$ cat src/rtl/rule_conf_cmd_deser.sv
// Deserialises framed 32-bit configuration commands into single-cycle register
// writes for the deparser rule-configuration decoder.
module rule_conf_cmd_deser #(
  parameter logic [7:0]  MAGIC         = 8'hC5,
  parameter int unsigned WR_GAP        = 0,
  parameter int unsigned ERR_CNT_WIDTH = 16
) (
  input  logic                     i_clk,
  input  logic                     i_rst_n,
  input  logic                     i_cfg_valid,
  input  logic [31:0]              i_cfg_data,
  input  logic                     i_cfg_last,
  output logic                     o_cfg_ready,
  output logic                     o_rule_wren,
  output logic [31:0]              o_rule_wdata,
  output logic [31:0]              o_rule_addr,
  output logic                     o_cmd_done,
  output logic [ERR_CNT_WIDTH-1:0] o_err_cnt
);

  typedef enum logic [1:0] {IDLE, DATA, DROP} state_t;

  localparam logic [3:0] GAP_LOAD = 4'(WR_GAP);
  localparam logic [ERR_CNT_WIDTH-1:0] ERR_ONE = {{(ERR_CNT_WIDTH-1){1'b0}}, 1'b1};

  state_t                   state_reg;
  logic [15:0]              base_reg;
  logic [15:0]              offset_reg;
  logic [7:0]               remaining_reg;
  logic [3:0]               gap_reg;
  logic                     wren_reg;
  logic                     done_reg;
  logic [31:0]              wdata_reg;
  logic [15:0]              addr_reg;
  logic [ERR_CNT_WIDTH-1:0] err_reg;

  logic       accept;
  logic       hdr_good;
  logic [7:0] hdr_n;
  logic       err_inc;

  // Ready is forced low while in reset so every output reads 0 during reset.
  assign o_cfg_ready = i_rst_n & (gap_reg == 4'd0);
  assign accept      = i_cfg_valid & o_cfg_ready;
  assign hdr_good    = (i_cfg_data[31:24] == MAGIC);
  assign hdr_n       = i_cfg_data[23:16];

  // Frame-level error detection: at most one event per frame by construction.
  always_comb begin
    err_inc = 1'b0;
    if (accept) begin
      case (state_reg)
        IDLE: begin
          if (!hdr_good)
            err_inc = 1'b1;
          else if (hdr_n == 8'd0)
            err_inc = ~i_cfg_last;
          else
            err_inc = i_cfg_last;
        end
        DATA: begin
          if (remaining_reg == 8'd1)
            err_inc = ~i_cfg_last;
          else
            err_inc = i_cfg_last;
        end
        default: err_inc = 1'b0;
      endcase
    end
  end

  always_ff @(posedge i_clk or negedge i_rst_n) begin
    if (!i_rst_n) begin
      err_reg <= '0;
    end else if (err_inc && !(&err_reg)) begin
      err_reg <= err_reg + ERR_ONE;
    end
  end

  always_ff @(posedge i_clk or negedge i_rst_n) begin
    if (!i_rst_n) begin
      state_reg     <= IDLE;
      base_reg      <= 16'h0;
      offset_reg    <= 16'h0;
      remaining_reg <= 8'h0;
      gap_reg       <= 4'h0;
      wren_reg      <= 1'b0;
      done_reg      <= 1'b0;
      wdata_reg     <= 32'h0;
      addr_reg      <= 16'h0;
    end else begin
      wren_reg <= 1'b0;
      done_reg <= 1'b0;
      if (gap_reg != 4'd0)
        gap_reg <= gap_reg - 4'd1;
      if (accept) begin
        case (state_reg)
          IDLE: begin
            if (!hdr_good) begin
              if (!i_cfg_last)
                state_reg <= DROP;
            end else if (hdr_n == 8'd0) begin
              if (i_cfg_last)
                done_reg <= 1'b1;
              else
                state_reg <= DROP;
            end else if (!i_cfg_last) begin
              base_reg      <= i_cfg_data[15:0];
              remaining_reg <= hdr_n;
              offset_reg    <= 16'h0;
              state_reg     <= DATA;
            end
          end
          DATA: begin
            // Address add is 16 bits and wraps around the top of the map.
            wren_reg      <= 1'b1;
            wdata_reg     <= i_cfg_data;
            addr_reg      <= base_reg + offset_reg;
            offset_reg    <= offset_reg + 16'd1;
            remaining_reg <= remaining_reg - 8'd1;
            gap_reg       <= GAP_LOAD;
            if (remaining_reg == 8'd1) begin
              if (i_cfg_last) begin
                done_reg  <= 1'b1;
                state_reg <= IDLE;
              end else begin
                state_reg <= DROP;
              end
            end else if (i_cfg_last) begin
              state_reg <= IDLE;
            end
          end
          DROP: begin
            if (i_cfg_last)
              state_reg <= IDLE;
          end
          default: state_reg <= IDLE;
        endcase
      end
    end
  end

  assign o_rule_wren  = wren_reg;
  assign o_rule_wdata = wdata_reg;
  assign o_rule_addr  = {16'h0, addr_reg};
  assign o_cmd_done   = done_reg;
  assign o_err_cnt    = err_reg;

endmodule

$ cat config.mk
export PLATFORM = sky130hd
export DESIGN_NAME = rule_conf_cmd_deser
export DESIGN_NICKNAME = d
export VERILOG_FILES = /design/src/rtl/rule_conf_cmd_deser.sv
export SDC_FILE = /design/constraint.sdc
export NUM_CORES = 1
export LEC_CHECK = 0
export CORE_MARGIN = 1.5
export CORE_UTILIZATION = 56
export CTS_CLUSTER_SIZE = 16
export DETAILED_ROUTE_END_ITERATION = 8
export PLACE_DENSITY = 0.83
export SETUP_SLACK_MARGIN = 0.05
export SLEW_MARGIN = 20
export SYNTH_ARGS = -nofsm -noshare
export SYNTH_HDL_FRONTEND = slang
export SYNTH_SLANG_ARGS = --single-unit
$ cat constraint.sdc
create_clock -name i_clk -period 3.8 [get_ports i_clk]
set_input_delay 1.14 -clock i_clk [delete_from_list [all_inputs] [get_ports i_clk]]
set_output_delay 1.14 -clock i_clk [all_outputs]
set_load 0.005 [all_outputs]
==> impl_results.md <==
* Final setup violation count at 0
* Layout overhead on the synthesized area at 21.9%
* Post-synth ARST share at 100%
* Die Span X at ~110 um
* Cts bufs inserted at 9
* Placed wire-length estimate at 10400 um
* Unrepaired setup endpoints after global routing: false
* Vias at 5083
* Status: finished, final reports clean
* Post-CTS Setup Bufs at 0
* Row count at 37
* Number of synthesized register bits at 112
* Worst EP required at 2660 ps
* Hold Path Class: flip-flop to flip-flop
* Clock sink count at 112
* Power, Total at between 2000 and 2500 uW
* Number of synthesized flops with an enable pin at 0
* Initial Utilization at a little under three fifths
* Worst slew margin at 44.0%
* Final Critical Period at 3190 ps
* Reg clk slew, reported paths at 90 ps
* Startpoint types: input port
* Drt total wl at 14200 um
* Max Used Layer: met4
* RD Place Congestion at 0.840
* Crit. End Element: output pin
* TNS Setup at 0 ps
* PD cells at about 320 mW/mm^2
* Port Buf Inserts at 102
* Clock latency on the worst-skew pair at 380 ps
* CP cell instances: buf_4 -> and4bb_2 -> clkdlybuf4s50_1
* Syn Inst Count at 653
* Leak Pwr at 0.00342 uW
* Met2 Routed Length at 6680 um
* Wirelength per Cell at ~16 um
* Largest register FFs at 32
* Routed met1 length at between 6000 and 7000 um
* Avg Vias per Cell at 5.72
* Metal3 WL at between 700 and 800 um
* CP top delay family: buffers and inverters
* Max Freq at 0.313 GHz
* Design Area, Final at 0.00719 mm^2
* Final period utilization at 84.0%
* Antenna viol nets, final at 0
* DRC Markers at 0
* Most frequent cells in the layout: nand2_1 (191), dfrtp_1 (112), clkdlybuf4s50_1 (101)
* Die H at between 100 and 150 um
* Top FF cell, synth: dfrtp_1
* H-tree depth at 3
* Max-cap violations at 0
* Fillcell total at roughly 820
* Worst Max-Slew Pin Slew at 833 ps
* Pre-Repair DR Iteration Count at 5
* First-pass GRT wire length at 23900 um
* Largest net degree at the start of global routing at 88
* Total grt overflow at 0
* Mean Syn Cell Area at 9.03 um^2
* Initial antenna violation count at 0
* DIE AREA at 0.0112 mm^2
* Max stage delay on crit path at 530 ps
* WS Path Type: input port to output pin
* N_diodes at 0
* Total track usage at 26.5%
* Final Net Count at around 800
* CTS tree: yes
* Final Skew at 16.4 ps
* Crit-path max FO at 5
* Max clock buf depth at 2
* Pins Over Slew Limit at 0
* Commonest non-fill, non-tap cell in the layout: nand2_1
* Slowest cell on the critical path: clkdlybuf4s50_1
* Layout cell share with drive strength beyond 1 at 5.59%
* Peak supply drop at 0.276 mV
* CTS resizes at 0
* YS warnings at 0
* I/O pin count at 119
* Clk root buf: clkbuf_8
* WP buf/inv at 2
* Vias in the first global route at 4925
* Synth unique cells at 67
* Post-DP Area at 0.00699 mm^2
* Post-Syn Area at slightly below 0.006 mm^2
* WP data arrival at 2050 ps
* Initial DRC count at 274
* CTS Hold Bufs at 0
* Core Footprint at 0.0103 mm^2
* Final hold violation count at 0
* Sequential area share after synthesis at approximately 48%
-- per-layer routing --
layer,GRT usage (%),vias up
li1,-,2442
met1,38.4,2471
met2,41.4,155
met3,3.53,15
met4,9.17,0
met5,0,-
-- cells by family (layout without fill, tap and decap cells) --
| family | Yosys count | count (layout) | synth area share [%] |
|---|---|---|---|
| muxes | 2 | 2 | 0.361 |
| DFF | 112 | 112 | 47.5 |
| xor gates and xnor gates | 24 | 24 | 3.56 |
| adders and majority gates | 22 | 22 | 4.80 |
| and+or+nand+nor | 319 | 319 | 26.1 |
| other | 1 | 16 | 0.0636 |
| AOI/OAI and AO/OA | 119 | 119 | 12.9 |
| buffers and inverters | 54 | 138 | 4.65 |
-- per-stage QoR --
stage / hold WS, ps / util [%] / setup slack (ps) / std cells
after floorplan: 452 / - / 951 / 668
after global placement: 457 / 68.0 / 373 / 872
after detailed placement: 462 / 68.0 / 306 / 872
after CTS: 486 / 69.9 / 606 / 888
after global routing: 505 / 70.0 / 536 / 888
final: 480 / 70.0 / 610 / 888
-- power by group --
group	leakage (uW)	switching, uW	internal (uW)
logic	0.00180	136	142
clock network	0.0000945	414	312
registers	0.00153	68.7	1250
-- tightest hold or removal path, delay by kind of cell (launching register included) --
family | cells | cell delay [ps]
flip-flops | 1 | 350
AND/OR/NAND/NOR | 2 | 100
-- Yosys cell counts, drive strengths merged (2+ instances only) --
cell type	number	area share (%)
nand2b	2	0.21
and4	3	0.45
or4	12	1.7
nand2	192	12
nand4	10	1.1
xor2	12	1.8
a211oi	2	0.25
buf	22	2.6
a22oi	2	0.25
nor4	9	1.1
a211o	4	0.59
o2111ai	6	1.0
a21oi	35	3.0
o31a	2	0.30
and4bb	4	0.85
nand3b	2	0.25
o21ai	35	3.0
a31oi	5	0.53
o211ai	6	0.93
nor3	12	1.4
nor3b	4	0.51
a21o	5	0.64
ha	21	4.5
nor2	20	1.3
dfrtp	112	48
o21a	3	0.38
and3	5	0.53
inv	9	0.57
nand3	20	1.7
clkbuf	22	1.4
xnor2	12	1.8
and2	3	0.32
or3	14	1.5
nor2b	4	0.42
o31ai	3	0.47
-- final timing paths --
kind	to	start	cells after the start	slack, ps
worst min register to register	addr_reg[0]	addr_reg[0]	2	480
max in group asynchronous	addr_reg[5]	i_rst_n	3	1960
worst max register to register	o_err_cnt[11]	remaining_reg[4]	8	1140
worst min-delay path	addr_reg[0]	addr_reg[0]	2	480
min in group asynchronous	o_rule_wdata[6]	i_rst_n	2	740
worst max-delay path	o_cfg_ready	i_rst_n	3	610
-- final cells by class --
class                           count  area, um^2  area share [%]
Sequential cell                   112        2800            39.0
Tap cell                          136         170            2.37
Clock inverter                      5        63.8           0.887
Multi-Input combinational cell    502        2890            40.2
Inverter                           10        37.5           0.522
Timing Repair Buffer              112        1100            15.3
Clock buffer                       11         131            1.83
No activity file was read; power rests on OpenSTA's default activity.
